===== src/rtl/bit_pack_stage.sv =====
// Serial-to-parallel packer: collects W qualified bits LSB-first into a word
// and queues completed words in a 2-deep output FIFO with a sticky overflow flag.
module bit_pack_stage #(
   parameter int W = 8
) (
   input  logic               clock_10,
   input  logic               clock_12,
   input  logic               in18,
   input  logic               in_en,
   input  logic               in_clr,
   input  logic               out_ready,
   output logic [W-1:0]       out_word,
   output logic               out_valid,
   output logic [$clog2(W):0] out_cnt,
   output logic               out_ovf
);

   localparam int CW = $clog2(W) + 1;

   typedef enum logic [1:0] {EMPTY, ONE, TWO} fifo_state_t;

   fifo_state_t state, state_next;

   logic [W-2:0]  partial;
   logic [W-1:0]  extended;
   logic [W-1:0]  new_word;
   logic [W-1:0]  tail;
   logic [W-1:0]  head_next;
   logic [W-1:0]  tail_next;
   logic          accept;
   logic          complete;
   logic          pop;
   logic          drop;

   // Bits enter at the top and walk down, so after W-1 accepts the first bit sits in bit 0.
   assign extended = {in18, partial};
   assign new_word = {in18, partial};
   assign accept   = in_en && !in_clr;
   assign complete = accept && (out_cnt == CW'(W - 1));
   assign pop      = (state != EMPTY) && out_ready;

   always_ff @(posedge clock_10 or posedge clock_12) begin
      if (clock_12) begin
         state <= EMPTY;
      end else begin
         state <= state_next;
      end
   end

   // The FIFO head is the out_word register itself; pops happen before pushes on a shared edge.
   always_comb begin
      state_next = state;
      head_next  = out_word;
      tail_next  = tail;
      drop       = 1'b0;
      unique case (state)
         EMPTY: begin
            if (complete) begin
               state_next = ONE;
               head_next  = new_word;
            end
         end
         ONE: begin
            if (complete && !pop) begin
               state_next = TWO;
               tail_next  = new_word;
            end else if (complete && pop) begin
               head_next = new_word;
            end else if (pop) begin
               state_next = EMPTY;
               head_next  = '0;
            end
         end
         TWO: begin
            if (pop) begin
               head_next = tail;
               if (complete) begin
                  tail_next = new_word;
               end else begin
                  state_next = ONE;
                  tail_next  = '0;
               end
            end else if (complete) begin
               drop = 1'b1;
            end
         end
         default: begin
            state_next = EMPTY;
            head_next  = '0;
            tail_next  = '0;
         end
      endcase
   end

   always_ff @(posedge clock_10 or posedge clock_12) begin
      if (clock_12) begin
         out_word  <= '0;
         tail      <= '0;
         out_valid <= 1'b0;
         out_ovf   <= 1'b0;
      end else begin
         out_word  <= head_next;
         tail      <= tail_next;
         out_valid <= (state_next != EMPTY);
         if (drop) begin
            out_ovf <= 1'b1;
         end
      end
   end

   // A clear wins over an accept, and the counter wraps even when the word is dropped.
   always_ff @(posedge clock_10 or posedge clock_12) begin
      if (clock_12) begin
         out_cnt <= '0;
         partial <= '0;
      end else if (in_clr) begin
         out_cnt <= '0;
         partial <= '0;
      end else if (accept) begin
         if (complete) begin
            out_cnt <= '0;
            partial <= '0;
         end else begin
            out_cnt <= out_cnt + CW'(1);
            partial <= extended[W-1:1];
         end
      end
   end

endmodule


===== config.mk =====
export PLATFORM = sky130hd
export DESIGN_NAME = bit_pack_stage
export DESIGN_NICKNAME = d
export VERILOG_FILES = /design/src/rtl/bit_pack_stage.sv
export SDC_FILE = /design/constraint.sdc
export NUM_CORES = 1
export LEC_CHECK = 0
export CORE_MARGIN = 2
export CORE_UTILIZATION = 45
export DETAILED_ROUTE_END_ITERATION = 8
export PLACE_DENSITY = 0.73
export SLEW_MARGIN = 30
export SYNTH_ARGS = -nofsm -noshare
export SYNTH_HDL_FRONTEND = slang
export SYNTH_SLANG_ARGS = --single-unit

===== constraint.sdc =====
create_clock -name clock_10 -period 3.4 [get_ports clock_10]
set_input_delay 0.51 -clock clock_10 [delete_from_list [all_inputs] [get_ports clock_10]]
set_output_delay 0.51 -clock clock_10 [all_outputs]
set_load 0.1 [all_outputs]

==> Word-level counts from Yosys, hierarchy flattened <==
Index checks and enable logic that the tools add are counted.
{ "word_totals": {"out_inout_bits": 14, "in_bits": 6, "word_cells": 56, "ff_bits": 31} }
{ "op_classes": {"bitwise_logic": 1, "n_addsub": 1, "muxes": 26, "n_eq_ne": 8, "n_reduce_logical": 13} }
{ "op_table": {"columns": ["cell", "n"], "rows": [
  ["8-bit 2-to-1 mux", 8],
  ["8-bit case mux with 3 select lines", 2],
  ["7-bit 2-to-1 mux", 3],
  ["2-bit 2-to-1 mux", 6],
  ["4-bit 2-to-1 mux", 3],
  ["2-bit != test, second input constant", 4],
  ["2-bit case mux with 3 select lines", 1],
  ["2-bit nonzero test", 3],
  ["1-bit logical AND", 5],
  ["4-bit by 1-bit adder with 4-bit output, second input constant", 1],
  ["4-bit by 3-bit == test with 1-bit output, second input constant", 1],
  ["4-bit AND reduction", 1],
  ["1-bit 2-to-1 mux", 3],
  ["3-bit != test, second input constant", 1],
  ["3-bit AND reduction", 1],
  ["2-bit by 1-bit == test with 1-bit output, second input constant", 1],
  ["2-bit == test, second input constant", 1],
  ["1-bit logical NOT", 2],
  ["2-bit logical NOT", 1],
  ["1-bit NOT", 1]
]} }

==> Longest topological paths before layout <==
Gate-level depths: netlist of run 1.
{ "depth": {"word_depth": 8, "ltp_mapped": 7, "depth_no_buf": 6} }

==> Worst setup path after synthesis of run 1 <==
OpenSTA, ideal clock, no wires.
{ "synth_path": {"path_type": "register -> register", "from": "reg out_cnt[1]", "to": "reg tail[0]", "path_buffers": 1, "synth_period_minus_slack_ns": 2.364, "path_slack_ns": 1.036, "t_arrival_ns": 2.243, "required_ns": 3.279, "path_stages_with_launch": 7, "setup_time_ns": 0.121, "path_cell_list": "dfrtp_1 > ha_1 > and3b_1 > buf_6 > nand3_2 > a221o_1 > a22o_1"} }
{ "synth_via": {"elab_chain_len": 5, "elab_cells_between_ends": 8, "cone_classes": "eq/ne: 2; mux: 3; reduce/logical: 3"} }
{ "synth_rtl": {"columns": ["item", "line_no", "text"], "rows": [
  ["start: declaration", "14", "output logic [$clog2(W):0] out_cnt,"],
  ["start signal: assignment", "124", "out_cnt <= out_cnt + CW'(1);"],
  ["4-bit by 3-bit == test with 1-bit output *", "39", "assign complete = accept && (out_cnt == CW'(W - 1));"],
  ["1-bit logical AND *", "39", null],
  ["8-bit 2-to-1 mux or 1-bit logical AND (tied branches)", "77, 64", null],
  ["8-bit 2-to-1 mux or 2-bit != test (tied branches)", null, null],
  ["8-bit case mux with 3 select lines or 3-bit AND reduction (tied branches)", null, null],
  ["end signal: assignment", "103", "tail <= tail_next;"],
  ["end: declaration", "27", "logic [W-1:0] tail;"]
]} }
Every way passes the cells marked *; elsewhere a longest branch is shown, timed or not. The select of a mux whose other input is x is not followed.
A chain may end at the register's enable or synchronous reset.

==> Worst setup path in the final report of run 1 <==
{ "layout_path": {"from": "reg out_cnt[3]", "to": "out out_cnt[3]"} }
No word-level cell between the ends.

==> results.cfg, run 1 <==
[final_layout]
final_util_pct = 58.0
fin_area_sq_um = 1790
instances_no_fill = 198
drive_gt1_share_pct = 9.09
area_growth_pct = 20.9
final_net_count = 164
num_antenna_cells = 0

[synthesis]
synth-compound-area-share_pct = 26.4
synth_top_family_by_area = compound AO/OA/AOI/OAI gates
synth_area_sq_um = 1480
yosys.area_share.simple_pct = 10.8
synth_cells = 131
syn_area_per_cell_sq_um = 11.3
synth_xor_area_share_pct = 0.593
synth_top_area_share_pct = 52.5
synth-seq-area-share_pct = 52.5
synth_common_cells = 31 x dfrtp_1, 16 x a22o_1, 10 x nand2_1
synthMuxAreaShare_pct = 1.44
yosysMostFrequentCell = dfrtp_1
synth_fa_ha_area_share_pct = 4.24
ys_ff_latch = 31
async_reset_ff_share_pct = 100
synth_cell_type_count = 40
yosysWarnings = 0
synth-edff-count = 0
synthTopCellsByArea = dfrtp_1 53%, a22o_1 9.5%, ha_1 4.2%, a22oi_1 4.1%, o21ai_1 2.7%
ys.flop_type = dfrtp_1
yosysTopAreaCell = dfrtp_1
syn_nets = 142

[sta]
hold_viol = 0
worst_slew_pin_slew_ns = 0.975
rsz0062_at_grt = false
min_period_ns = 2.45
setup_violations = 0
skew_ns = 0.00605
holdWs_ns = 0.485
tns_ns = 0
timing.final.ws_setup_ns = 0.945
finalCritPeriodShare_pct = 72.2
max_slew_margin_pct = 34.8
fmax_mhz = 407
drv_slew = 0

[clocking]
insertion_delay_ns = 0.33
cts_setup_buffers = 0
cts_resized = 0
cts_buffer_depth = 2
clockRootBuffer = clkbuf_4
htree_levels = 2
cts_tree = done
clkSinkCount = 31
hold_buffers = 0
cts_buffers = 5
path_clk_slew_ns = 0.10

[floorplan]
core_area_sq_um = 3080
dieWidth_um = 61.3
io_pins = 20
start_util_pct = 48.0
fp.dieH_um = 61.3
design.die.area_sq_um = 3760
rows = 20

[detailed_routing]
viasPerCell = 5.78
routed.top_layer = met4
dr_total_vias = 1144
dr.pass1.iters = 4
totalWireLength_um = 2890
ant_nets = 0
route.detailed.drc = 0
wl_met1_um = 1330
dr_wl_met3_um = 155
route.met2.wl_um = 1350
wl_per_cell_um = 14.6
drt_iter0_markers = 51

[run]
drv_cap = 0

[placed_design]
pre_cts_ws_ns = 1.02
dp_cells = 190
io_buffers = 19
place_area_sq_um = 1700
gp_congestion = 0.898
dpl.hpwl_um = 2100

[pwr]
leakagePower_nw = 0.799
powerDensity_nw_per_um2 = 557
peakVddDrop_v = 0.000220
finalPower_mw = 0.995

[global_routing]
grt_pass1_wl_um = 4970
grt_pass1_vias = 1102
overflow = 0
track_usage_pct = 18.3
grt_max_degree = 32
antenna_found_initial = 0

[critical_path]
max_stage_delay_ns = 1.17
crit_fanout = 5
cp_data_required_time_ns = 2.89
r2r_start = state[0]
slowest_stage = clkdlybuf4s50_1
startpoint = out_cnt[3]
worst-setup-path-type = flop to output port
crit_chain = clkdlybuf4s50_1
worstSetupStartpointType = flop
cp_top_family = buffers and inverters
cp.arrival_ns = 1.94
cp-end-kind = output port
worstPathBufferInverterCount = 1

[worst_hold_path]
worstHoldPathType = flop to flop
min_from = out_ovf

[status]
status = finished, final reports clean
-- worst paths after layout --
path                          endpoint  cells past startpoint  slack, ns
hold / removal                 out_ovf                      1       0.49
max in group asynchronous   partial[1]                      3       2.58
setup reg to reg           out_word[2]                      6       1.23
setup / recovery            out_cnt[3]                      1       0.95
hold reg to reg                out_ovf                      1       0.49
min in group asynchronous      out_ovf                      3       0.54
-- layer usage --
layer	up-vias	global-route usage, %
met3	6	4.20
met2	48	28.1
met1	555	23.8
met5	-	0
li1	535	-
met4	0	10.6
-- report_power, final --
group	switching, mW	total (mW)	internal, mW
Clock	0.124	0.298	0.174
Sequential	0.0144	0.405	0.391
Combinational	0.221	0.292	0.0707
-- logic make-up after synthesis --
group | Yosys count
AO/OA/AOI/OAI | 49
flip-flops | 31
AND/OR/NAND/NOR | 30
buffers and inverters | 13
adder cells (fa/ha/maj) | 5
multiplexers | 2
XOR/XNOR | 1
-- registers in the layout (all words and copies together) (netlist names) --
name       cells
out_word       8
tail           8
partial        7
out_cnt        4
state          2
out_ovf        1
out_valid      1
-- final cells by class --
class / count / area [sq um]
clock buffers: 6 / 51.3
clock inverters: 2 / 35.0
multi-input cells: 87 / 641
inverters: 8 / 30.0
well taps: 44 / 55.1
flip-flops and latches: 31 / 776
repair buffers: 20 / 198
fillers: 287 / 1290
-- layout by cell type (no fill, tap or decap), types with 2 or more instances in the layout --
cell type	count
clkbuf_4	5
nand2b_1	3
a22oi_1	8
a22o_1	16
ha_1	5
nand2_1	10
dfrtp_1	31
clkdlybuf4s50_1	19
and4_1	2
o21ai_0	2
a21oi_1	2
inv_1	7
o221ai_1	2
o21ai_1	8
nor2_1	6
Note: power is estimated with default switching activity, not from simulation.
==> inputs of run 2 (changes only) <==
PLACE_DENSITY = 0.76   (was 0.73)
clock period = 2.2 ns   (was 3.4 ns; I/O delays follow)
==> results.cfg, run 2 (synthesized netlist as in run 1, its figures left out) <==
[status]
status = finished, final reports clean

[critical_path]
cp-end-kind = flop
r2r_start = out_cnt[0]
worst-setup-path-type = flop to flop
startpoint = out_cnt[0]
crit_fanout = 8
worstSetupStartpointType = flop
cp.arrival_ns = 2.10
cp_data_required_time_ns = 2.43

[placed_design]
io_buffers = 19
gp_congestion = 0.900
pre_cts_ws_ns = 0.0230
dpl.hpwl_um = 2230
place_area_sq_um = 1700

[detailed_routing]
dr_total_vias = 1136
totalWireLength_um = 2940
ant_nets = 0
route.detailed.drc = 0
dr.pass1.iters = 6
wl_per_cell_um = 14.6
drt_iter0_markers = 48
viasPerCell = 5.62

[sta]
tns_ns = 0
setup_violations = 0
hold_viol = 0
min_period_ns = 1.87
holdWs_ns = 0.223
rsz0062_at_grt = false
fmax_mhz = 534
timing.final.ws_setup_ns = 0.327
worst_slew_pin_slew_ns = 0.575
max_slew_margin_pct = 61.5
finalCritPeriodShare_pct = 85.1
drv_slew = 0
skew_ns = 0.00870

[global_routing]
track_usage_pct = 19.3
grt_max_degree = 26
overflow = 0
antenna_found_initial = 0
grt_pass1_vias = 1146
grt_pass1_wl_um = 5160

[pwr]
leakagePower_nw = 0.843
peakVddDrop_v = 0.000461
powerDensity_nw_per_um2 = 866

[final_layout]
fin_area_sq_um = 1780
biggestRegsByFlops = out_word (8), tail (8), partial (7)
drive_gt1_share_pct = 21.5
area_growth_pct = 20.8
layout_commonest_cell = dfrtp_1
nFillCells = 284
layout_common_cells = 29 x dfrtp_1, 19 x buf_4, 16 x a22o_1
final_util_pct = 57.9
final_net_count = 168
num_antenna_cells = 0

[clocking]
cts_setup_buffers = 0
hold_buffers = 0
cts_tree = done
cts_resized = 0
htree_levels = 2
insertion_delay_ns = 0.34
cts_buffers = 5
clockRootBuffer = clkbuf_4
clkSinkCount = 31
cts_buffer_depth = 2
path_clk_slew_ns = 0.10

[worst_hold_path]
worstHoldPathType = input port to asynchronous set/reset pin

[floorplan]
start_util_pct = 48.0
rows = 20
io_pins = 20
core_area_sq_um = 3080
dieWidth_um = 61.3
design.die.area_sq_um = 3760
fp.dieH_um = 61.3

[run]
drv_cap = 0
-- run 2: changes by cell type in the layout (fill, tap and decap cells not counted) --
cell,before,now
dfrtp_2,0,2
clkdlybuf4s50_1,19,5
buf_4,1,19
dfrtp_1,31,29
-- run 2: through the flow --
stage | std cells | total power [mW]
detailed placement | 194 | 1.09
CTS | 202 | 1.56
global route | 202 | 1.61
global placement | 194 | 1.08
floorplan | 131 | 0.983
finish | 202 | 1.54
-- run 2: final timing paths --
check | cells after the start | slack [ns] | to
max | 5 | 0.33 | tail[5]
min in group clock_10 | 1 | 0.48 | out_ovf
min | 2 | 0.22 | out_cnt[2]
min reg2reg | 1 | 0.48 | out_ovf
max reg2reg | 5 | 0.33 | tail[5]
max in group asynchronous | 3 | 1.37 | out_cnt[0]
-- run 2: critical path: stages (launching register included) --
cell and delay (ns):
dfrtp_2 0.41, ha_1 0.20, and3b_1 0.37, nand3_2 0.10, a221o_1 0.41, a22o_1 0.27
-- run 2: area by class of cell --
| type | instances | area (sq um) | share of cell area, % |
|---|---|---|---|
| sequential | 31 | 778 | 43.6 |
| multi-input combinational | 87 | 641 | 35.9 |
| timing repair buffer | 24 | 193 | 10.8 |
| tap | 44 | 55.1 | 3.09 |
| clock buffer | 6 | 51.3 | 2.88 |
| clock inverter | 2 | 35.0 | 1.96 |
| inverter | 8 | 30.0 | 1.68 |
-- run 2: power by group --
| group | total [mW] | internal (mW) | switching [mW] |
|---|---|---|---|
| Clock | 0.468 | 0.268 | 0.200 |
| Sequential | 0.628 | 0.605 | 0.0233 |
| Combinational | 0.448 | 0.105 | 0.343 |
-- run 2: routing by layer --
layer / track usage [%] / wire, um / vias to the layer above / part of all wire (%)
li1: - / - / 543 / -
met1: 23.1 / 1300 / 548 / 44
met2: 30.2 / 1390 / 34 / 47
met3: 7.14 / 167 / 11 / 5.7
met4: 10.2 / 84 / 0 / 2.9
met5: 0 / 0 / - / 0
==> inputs of run 3 (changes only) <==
CORE_UTILIZATION = 48   (was 45)
PLACE_DENSITY = 0.8   (was 0.76)
RECOVER_POWER = 50   (was unset)
==> results.cfg, run 3 (synthesized netlist as in run 1, its figures left out) <==
[clocking]
cts_resized = 0
clockRootBuffer = clkbuf_4
clkSinkCount = 31
hold_buffers = 0
path_clk_slew_ns = 0.09
cts_setup_buffers = 0
htree_levels = 2
cts_tree = done
insertion_delay_ns = 0.33
cts_buffers = 5
cts_buffer_depth = 2

[pwr]
peakVddDrop_v = 0.000595
leakagePower_nw = 0.841
powerDensity_nw_per_um2 = 865

[global_routing]
grt_max_degree = 26
grt_pass1_wl_um = 5110
overflow = 0
track_usage_pct = 19.7
grt_pass1_vias = 1101
antenna_found_initial = 0

[critical_path]
cp_top_family = compound AO/OA/AOI/OAI gates
worstPathBufferInverterCount = 0
cp-end-kind = flop
worst-setup-path-type = flop to flop
reg2reg_to = tail[7]
r2r_start = out_cnt[0]
r2r_slack_ns = 0.30
crit_chain = ha_1 > and3b_1 > nand3_2 > a221o_1 > a22o_1
max_stage_delay_ns = 0.42
cp.arrival_ns = 2.11
crit_fanout = 8
r2r_cells = 5
worstSetupStartpointType = flop
cp_data_required_time_ns = 2.42
slowest_stage = a221o_1

[final_layout]
num_antenna_cells = 0
drive_gt1_share_pct = 21.4
final_net_count = 169
biggestRegsByFlops = out_word (8), tail (8), partial (7)
nFillCells = 239
area_growth_pct = 19.4
multiInputGateArea_sq_um = 641
layout_common_cells = 29 x dfrtp_1, 16 x a22o_1, 15 x buf_4
fin_area_sq_um = 1760
regArea_sq_um = 778
layout_commonest_cell = dfrtp_1
final_util_pct = 59.2

[placed_design]
dpl.hpwl_um = 2170
gp_congestion = 0.862
pre_cts_ws_ns = 0.107
io_buffers = 19
place_area_sq_um = 1690

[status]
status = finished, final reports clean

[floorplan]
start_util_pct = 49.6
fp.dieH_um = 59.5
rows = 20
io_pins = 20
core_area_sq_um = 2980
design.die.area_sq_um = 3540
dieWidth_um = 59.5

[sta]
finalCritPeriodShare_pct = 86.2
max_slew_margin_pct = 22.9
setup_violations = 0
rsz0062_at_grt = false
skew_ns = 0.00601
drv_slew = 0
tns_ns = 0
min_period_ns = 1.90
fmax_mhz = 528
hold_viol = 0
worst_slew_pin_slew_ns = 1.16
timing.final.ws_setup_ns = 0.305

[run]
drv_cap = 0

[detailed_routing]
viasPerCell = 5.93
ant_nets = 0
totalWireLength_um = 2880
drt_iter0_markers = 40
dr.pass1.iters = 4
dr_total_vias = 1139
route.detailed.drc = 0
wl_per_cell_um = 15.0

[worst_hold_path]
worstHoldPathType = input port to asynchronous set/reset pin
## run 3: worst max-delay path by stage
stage,start,end,slack (ns),cells past startpoint
after floorplan,out_cnt[2],tail[0],0.03,5
after global placement,in_en,tail[1],0.16,5
after detailed placement,in_en,tail[0],0.11,5
after CTS,out_cnt[0],tail[0],0.31,5
after global routing,out_cnt[0],tail[7],0.19,5
final,out_cnt[0],tail[7],0.30,5
## run 3: layer usage
layer / wire length (um) / part of all wire (%) / track usage, % / up-vias
li1: - / - / - / 544
met5: 0 / 0 / 0 / -
met3: 166 / 5.8 / 6.33 / 6
met4: 44 / 1.5 / 6.82 / 0
met1: 1330 / 46 / 25.7 / 546
met2: 1340 / 46 / 30.6 / 43
## run 3: where the power goes
part	internal, mW	total [mW]	switching [mW]
sequential	0.605	0.629	0.0242
combinational	0.0936	0.436	0.343
clock	0.268	0.460	0.192
## run 3: area by class of cell
| class | count | area share (%) |
|---|---|---|
| inverters | 8 | 1.70 |
| clock buffers | 6 | 2.91 |
| multi-input cells | 87 | 36.3 |
| well taps | 33 | 2.34 |
| clock inverters | 2 | 1.99 |
| flip-flops and latches | 31 | 44.1 |
| repair buffers | 25 | 10.6 |
## run 3: through the flow
stage	cells	hold slack [ns]	total power [mW]
finish	192	0.361	1.53
detailed placement	184	0.471	1.09
global placement	184	0.457	1.08
CTS	192	0.219	1.55
floorplan	131	0.393	0.983
global route	192	0.377	1.60
